==> src/rtl/servo_cmd_pkg.sv <==
// Shared constants, state encoding and ASCII helpers
// for the servo command parser.
package servo_cmd_pkg;

  localparam int TICKS_PER_US   = 27;
  localparam int US_MIN         = 300;
  localparam int US_MAX         = 2500;
  localparam int US_DEFAULT     = 1500;
  localparam int MAX_DIGITS     = 4;
  localparam int TIMEOUT_CYCLES = 2700000;

  localparam logic [7:0] CH_S_UP = 8'h53;
  localparam logic [7:0] CH_S_LO = 8'h73;
  localparam logic [7:0] CH_CR   = 8'h0D;
  localparam logic [7:0] CH_LF   = 8'h0A;
  localparam logic [7:0] CH_ZERO = 8'h30;
  localparam logic [7:0] CH_NINE = 8'h39;

  typedef enum logic [1:0] {
    ST_IDLE   = 2'd0,
    ST_DIGITS = 2'd1,
    ST_CONV   = 2'd2,
    ST_FLUSH  = 2'd3
  } state_t;

  function automatic logic is_digit(input logic [7:0] b);
    return (b >= CH_ZERO) && (b <= CH_NINE);
  endfunction

  function automatic logic is_term(input logic [7:0] b);
    return (b == CH_CR) || (b == CH_LF);
  endfunction

  function automatic logic is_start(input logic [7:0] b);
    return (b == CH_S_UP) || (b == CH_S_LO);
  endfunction

endpackage

==> src/rtl/servo_cmd_parser_if.sv <==
// Byte stream in, pulse width and status out.
// master = byte source / consumer, slave = parser.
interface servo_cmd_if;

  logic        rx_valid;
  logic [7:0]  rx_data;
  logic [19:0] pwm_width;
  logic        cmd_valid;
  logic        cmd_err;
  logic        busy;

  modport master (
    output rx_valid,
    output rx_data,
    input  pwm_width,
    input  cmd_valid,
    input  cmd_err,
    input  busy
  );

  modport slave (
    input  rx_valid,
    input  rx_data,
    output pwm_width,
    output cmd_valid,
    output cmd_err,
    output busy
  );

endinterface

==> src/rtl/servo_cmd_parser_us_to_ticks.sv <==
// Clamp a microsecond value to the servo range and
// scale it to clock ticks (combinational).
module us_to_ticks
  import servo_cmd_pkg::*;
#(
  parameter int US_LO = US_MIN,
  parameter int US_HI = US_MAX,
  parameter int TPU   = TICKS_PER_US
) (
  input  logic [13:0] us,
  output logic [19:0] ticks
);

  logic [19:0] c;

  // saturate into [US_LO, US_HI]
  always_comb begin
    c = {6'd0, us};
    if (us < 14'(US_LO)) begin
      c = 20'(US_LO);
    end else if (us > 14'(US_HI)) begin
      c = 20'(US_HI);
    end
  end

  // 27 = 16 + 8 + 2 + 1, so no multiplier is needed
  generate
    if (TPU == 27) begin : g_shift
      assign ticks = (c << 4) + (c << 3) + (c << 1) + c;
    end else begin : g_mul
      assign ticks = 20'(c * TPU);
    end
  endgenerate

endmodule

==> src/rtl/servo_cmd_parser.sv <==
// ASCII "S<digits><CR|LF>" parser driving servo pulse width.
// Optional idle abort: define SERVO_CMD_TIMEOUT_EN.
module servo_cmd_parser
  import servo_cmd_pkg::*;
#(
  parameter int TIMEOUT_CYCLES_P = TIMEOUT_CYCLES
) (
  input  logic        clk,
  input  logic        rst,
  servo_cmd_if.slave  bus
);

  localparam int CW = $clog2(MAX_DIGITS + 1);
  localparam logic [19:0] PWM_RST =
    20'(US_DEFAULT * TICKS_PER_US);

  state_t        state;
  state_t        state_n;
  logic [13:0]   acc;
  logic [13:0]   acc_n;
  logic [CW-1:0] cnt;
  logic [CW-1:0] cnt_n;
  logic [19:0]   pwm;
  logic [19:0]   ticks;
  logic          valid_q;
  logic          valid_n;
  logic          err_q;
  logic          err_n;
  logic          load;
  logic          timeout;
  logic          in_frame;
  logic [7:0]    b;
  logic [13:0]   dig;

  assign b        = bus.rx_data;
  assign dig      = {10'd0, bus.rx_data[3:0]};
  assign in_frame = (state == ST_DIGITS) ||
                    (state == ST_FLUSH);

`ifdef SERVO_CMD_TIMEOUT_EN
  localparam int TW = $clog2(TIMEOUT_CYCLES_P + 1);
  logic [TW-1:0] idle_cnt;

  // count consecutive quiet cycles inside a frame
  always_ff @(posedge clk) begin
    if (rst) begin
      idle_cnt <= '0;
    end else if (bus.rx_valid || !in_frame) begin
      idle_cnt <= '0;
    end else begin
      idle_cnt <= idle_cnt + 1'b1;
    end
  end

  assign timeout = in_frame && !bus.rx_valid &&
    (idle_cnt == TW'(TIMEOUT_CYCLES_P - 1));
`else
  assign timeout = 1'b0;
`endif

  us_to_ticks u_conv (
    .us    (acc),
    .ticks (ticks)
  );

  // next-state, accumulator and pulse decode
  always_comb begin
    state_n = state;
    acc_n   = acc;
    cnt_n   = cnt;
    valid_n = 1'b0;
    err_n   = 1'b0;
    load    = 1'b0;
    unique case (state)
      ST_IDLE: begin
        if (bus.rx_valid && is_start(b)) begin
          state_n = ST_DIGITS;
          acc_n   = '0;
          cnt_n   = '0;
        end
      end
      ST_DIGITS: begin
        if (bus.rx_valid) begin
          if (is_digit(b)) begin
            if (cnt == CW'(MAX_DIGITS)) begin
              err_n   = 1'b1;
              state_n = ST_FLUSH;
            end else begin
              acc_n = (acc << 3) + (acc << 1) + dig;
              cnt_n = cnt + 1'b1;
            end
          end else if (is_term(b)) begin
            if (cnt != '0) begin
              state_n = ST_CONV;
            end else begin
              err_n   = 1'b1;
              state_n = ST_IDLE;
            end
          end else if (is_start(b)) begin
            acc_n = '0;
            cnt_n = '0;
          end else begin
            err_n   = 1'b1;
            state_n = ST_FLUSH;
          end
        end else if (timeout) begin
          err_n   = 1'b1;
          state_n = ST_IDLE;
        end
      end
      ST_CONV: begin
        load    = 1'b1;
        valid_n = 1'b1;
        state_n = ST_IDLE;
      end
      ST_FLUSH: begin
        if (bus.rx_valid && is_term(b)) begin
          state_n = ST_IDLE;
        end else if (timeout) begin
          err_n   = 1'b1;
          state_n = ST_IDLE;
        end
      end
      default: begin
        state_n = ST_IDLE;
      end
    endcase
  end

  // state, datapath and registered output pulses
  always_ff @(posedge clk) begin
    if (rst) begin
      state   <= ST_IDLE;
      acc     <= '0;
      cnt     <= '0;
      pwm     <= PWM_RST;
      valid_q <= 1'b0;
      err_q   <= 1'b0;
    end else begin
      state   <= state_n;
      acc     <= acc_n;
      cnt     <= cnt_n;
      valid_q <= valid_n;
      err_q   <= err_n;
      if (load) begin
        pwm <= ticks;
      end
    end
  end

  assign bus.pwm_width = pwm;
  assign bus.cmd_valid = valid_q;
  assign bus.cmd_err   = err_q;
  assign bus.busy      = (state != ST_IDLE);

endmodule

==> src/flat_wrapper.sv <==
// flat-port wrapper written by rule: the top's interface ports become plain ports
module servo_cmd_parser_flat import servo_cmd_pkg::*;
#(
  parameter int TIMEOUT_CYCLES_P = TIMEOUT_CYCLES
)
  (clk, rst, bus_rx_valid, bus_rx_data, bus_pwm_width, bus_cmd_valid, bus_cmd_err, bus_busy);
  servo_cmd_if bus_i ();
  input  logic clk;
  input  logic rst;
  input wire logic [$bits(bus_i.rx_valid)-1:0] bus_rx_valid;
  input wire logic [$bits(bus_i.rx_data)-1:0] bus_rx_data;
  output wire logic [$bits(bus_i.pwm_width)-1:0] bus_pwm_width;
  output wire logic [$bits(bus_i.cmd_valid)-1:0] bus_cmd_valid;
  output wire logic [$bits(bus_i.cmd_err)-1:0] bus_cmd_err;
  output wire logic [$bits(bus_i.busy)-1:0] bus_busy;
  assign bus_i.rx_valid = bus_rx_valid;
  assign bus_i.rx_data = bus_rx_data;
  assign bus_pwm_width = bus_i.pwm_width;
  assign bus_cmd_valid = bus_i.cmd_valid;
  assign bus_cmd_err = bus_i.cmd_err;
  assign bus_busy = bus_i.busy;
  servo_cmd_parser #(.TIMEOUT_CYCLES_P(TIMEOUT_CYCLES_P)) u_core (.clk(clk), .rst(rst), .bus(bus_i));
endmodule
==> config.mk <==
export PLATFORM = sky130hd
export DESIGN_NAME = servo_cmd_parser_flat
export DESIGN_NICKNAME = d
export VERILOG_FILES = /design/src/rtl/servo_cmd_pkg.sv /design/src/rtl/servo_cmd_parser_if.sv /design/src/rtl/servo_cmd_parser_us_to_ticks.sv /design/src/rtl/servo_cmd_parser.sv /design/src/flat_wrapper.sv
export SDC_FILE = /design/constraint.sdc
export NUM_CORES = 1
export LEC_CHECK = 0
export ABC_AREA = 1
export CORE_MARGIN = 10
export CORE_UTILIZATION = 40
export CTS_CLUSTER_DIAMETER = 30
export CTS_CLUSTER_SIZE = 8
export DETAILED_ROUTE_END_ITERATION = 6
export PLACE_DENSITY = 0.66
export SKIP_CTS_REPAIR_TIMING = 1
export SLEW_MARGIN = 10
export SYNTH_ARGS = -nofsm -noshare
export SYNTH_HDL_FRONTEND = slang
export SYNTH_SLANG_ARGS = --single-unit
==> constraint.sdc <==
create_clock -name clk -period 3.9 [get_ports clk]
set_input_delay 0.585 -clock clk [delete_from_list [all_inputs] [get_ports clk]]
set_output_delay 0.585 -clock clk [all_outputs]
set_load 0.02 [all_outputs]
==> impl_results.md <==
- Outcome: finished, final reports clean
- Num CTS Buffers: 5
- Post-route cell area: 0.005115 mm^2
- Top cell by count, worst path: inv_1
- Final Hold Vio Count: 0
- Total clock sinks: 41
- Drt drc: 0
- Post-synth EDFFs: 0
- Post-DRT Antenna Nets: 0
- Largest net degree at the start of global routing: 25
- Critical path class: flop to flop
- Number of global-route vias before repair: 3901
- Number of synthesized register bits: 41
- Seq/Total Area, Yosys: 19.21%
- Clk Tree Root Cell: clkbuf_8
- Clock Path Buffers: 2
- Arrival time at the worst endpoint: 3.84 ns
- I/O pins: 34
- Endpoint type of the worst setup path: flop
- Layout cell share with drive strength beyond 1: 10.78%
- Via count: 4142
- Total Routing Usage GR: 13.65%
- Fmax: 275.1 MHz
- Worst IR Drop VDD: 0.0001023 V
- Syn. warnings: 0
- Synth top cells by count: nand2_1, inv_1, nor2_1, a21oi_1, ha_1
- Routed wire length: 10.32 mm
- Fin crit share: 93.19%
- Syn Inst Count: 654
- IO buf count: 33
- Asr flop ratio synth: 0%
- Core Region: 0.01037 mm^2
- Final count of negative-setup-slack endpoints: 0
- Most common cell in the netlist: nand2_1
- Slew HR: 39.13%
- DRT Pass-1 Iters: 4
- Initial antenna violation count: 0
- Synth area leader: dfxtp_1
- Total of max-cap violations: 0
- Largest cells by area after synthesis: dfxtp_1, ha_1, nand2_1
- PD cells: 158.8 mW/mm^2
- Setup Skew: 0.01735 ns
- HP Class: flop to flop
- Die height: 123.4 um
- Global route total overflow: 0
- Netlist cell types: 36
- Synth-to-Final Area Change: 19.71%
- Final Critical Period: 3.634 ns
- Slowest Stage Delay on Critical Path: 0.50 ns
- CTS tree: done
- CP Cell Sequence: inv_1 > nand2_2 > nor2_1 > nand3_1 > nand2_2 > nand2_4 > nand2_1 > nand2_2 > xor2_1 > inv_1 > ha_1 > inv_1 > fa_1 > inv_1 > ha_1 > nand2_1 > nor2_2 > nand3_1 > nand3_1 > a21oi_1 > o21ai_0 > nand2_1
- Placed Cells: 835
- Slew @ Worst Pin: 0.9120 ns
- WP data required: 4.11 ns
- Die area: 0.01522 mm^2
- Worst path slowest cell: fa_1
- Static leakage: 2.599 nW
- Slew Viols, Final: 0
- ANT cells: 0
- Cell Rows: 37
- Syn_area_per_cell: 6.533 um^2
- Fin nets: 796
- Detailed Place HPWL: 8.350 mm
- Detail-routed via count per cell: 4.873
- Startpoint types: flop
- Final Util: 49.32%
- Chip width: 123.4 um
- Reg clk slew, reported paths: 0.10 ns
- Area fraction of the dominant cell type after synthesis: 19.21%
- WL/cell: 12.14 um
- Initial Utilization: 41.20%
- Main synth FF type: dfxtp_1
- Synth Cell Area: 0.004273 mm^2
- Clock Latency Late Sink: 0.31 ns
- CTS H-tree depth: 2
- Initial DRC Count: 195
- Gp weighted congestion: 0.8383
- Dpl cell area: 0.004850 mm^2
- Hold_ws: 0.4698 ns
- Crit-path max FO: 5
- Post-Layout Cell Count: 850
- First-pass GRT wire length: 17.31 mm
## kinds of logic after synthesis
group / synth area share [%]
xor gates and xnor gates: 2.665
other: 0.1758
and+or+nand+nor: 29.96
buffers and inverters: 11.22
adders and majority gates: 24.60
AOI/OAI and AO/OA: 12.18
DFF: 19.21
## cell type report
type,count,area (um^2)
multi-input combinational,498,3118
inverter,115,436.7
sequential,41,829.5
timing repair buffer,52,470.5
tap,136,170.2
fill,1049,5255
clock inverter,3,21.27
clock buffer,5,68.82
## routing by layer
metal | vias to the layer above | track usage, % | wire length, um
met4 | 0 | 3.348 | 95
met3 | 8 | 2.051 | 461
met5 | - | 0 | 0
li1 | 2172 | - | -
met2 | 68 | 23.30 | 4850
met1 | 1894 | 17.63 | 4909
## sequential cells by signal, indices dropped and copies added, names as in the netlist
name                  flops
u_core.acc               14
u_core.bus.cmd_err        1
u_core.bus.cmd_valid      1
u_core.bus.pwm_width     20
u_core.cnt                3
u_core.state              2
## worst max-delay path, delay by kind of cell, from the launching register on
kind | cells | cell delay (ns)
AND/OR/NAND/NOR | 12 | 1.42
flip-flops | 1 | 0.33
buffers and inverters | 4 | 0.26
AO/OA/AOI/OAI | 2 | 0.19
XOR/XNOR | 1 | 0.19
adder cells (fa/ha/maj) | 3 | 1.15
## through the flow
| stage | setup TNS, ns | worst slack, ns | power, mW |
|---|---|---|---|
| final | 0 | 0.2656 | 0.8124 |
| after global routing | -0.002517 | -0.002517 | 0.8469 |
| after detailed placement | 0 | 0.04997 | 0.5181 |
| after floorplan | 0 | 0.3217 | 0.4882 |
| after global placement | 0 | 0.1147 | 0.5170 |
| after CTS | 0 | 0.007308 | 0.8219 |
## placed cells by master, fill, tap and decap left out, drive strengths merged
cell type      netlist  layout
xor2                 8       8
inv                114     115
o21a                 1       1
clkinvlp             0       1
and2                 1       1
or2                  2       2
o21bai               5       5
xnor2                5       5
a31oi                1       1
nand3               40      40
clkbuf               4       6
dfxtp               41      41
nand3b               2       2
nor2                77      77
nor3                 4       4
buf                  3      18
fa                  20      20
a21oi               58      58
a21boi               2       2
ha                  52      52
o21ai               29      29
a21o                 2       2
nand2              171     172
clkinv               1       2
clkdlybuf4s50        0      33
nand4                8       8
conb                 2       9
## path summary, 6_finish.rpt
path	endpoint	cells after the start	slack (ns)	startpoint
max	u_core.bus.pwm_width[12]$_SDFFE_PP1P_	22	0.27	u_core.acc[12]$_SDFFE_PP0P_
min	u_core.bus.pwm_width[2]$_SDFFE_PP1P_	2	0.47	u_core.bus.pwm_width[2]$_SDFFE_PP1P_
max reg2reg	u_core.bus.pwm_width[12]$_SDFFE_PP1P_	22	0.27	u_core.acc[12]$_SDFFE_PP0P_
min reg2reg	u_core.bus.pwm_width[2]$_SDFFE_PP1P_	2	0.47	u_core.bus.pwm_width[2]$_SDFFE_PP1P_
## report_power, final
| part | leakage (nW) | switching, mW | internal, mW |
|---|---|---|---|
| registers | 0.334 | 0.00130 | 0.420 |
| logic | 2.22 | 0.0542 | 0.0346 |
| clock network | 0.0445 | 0.175 | 0.127 |
Power figures use the tool's default switching activity.
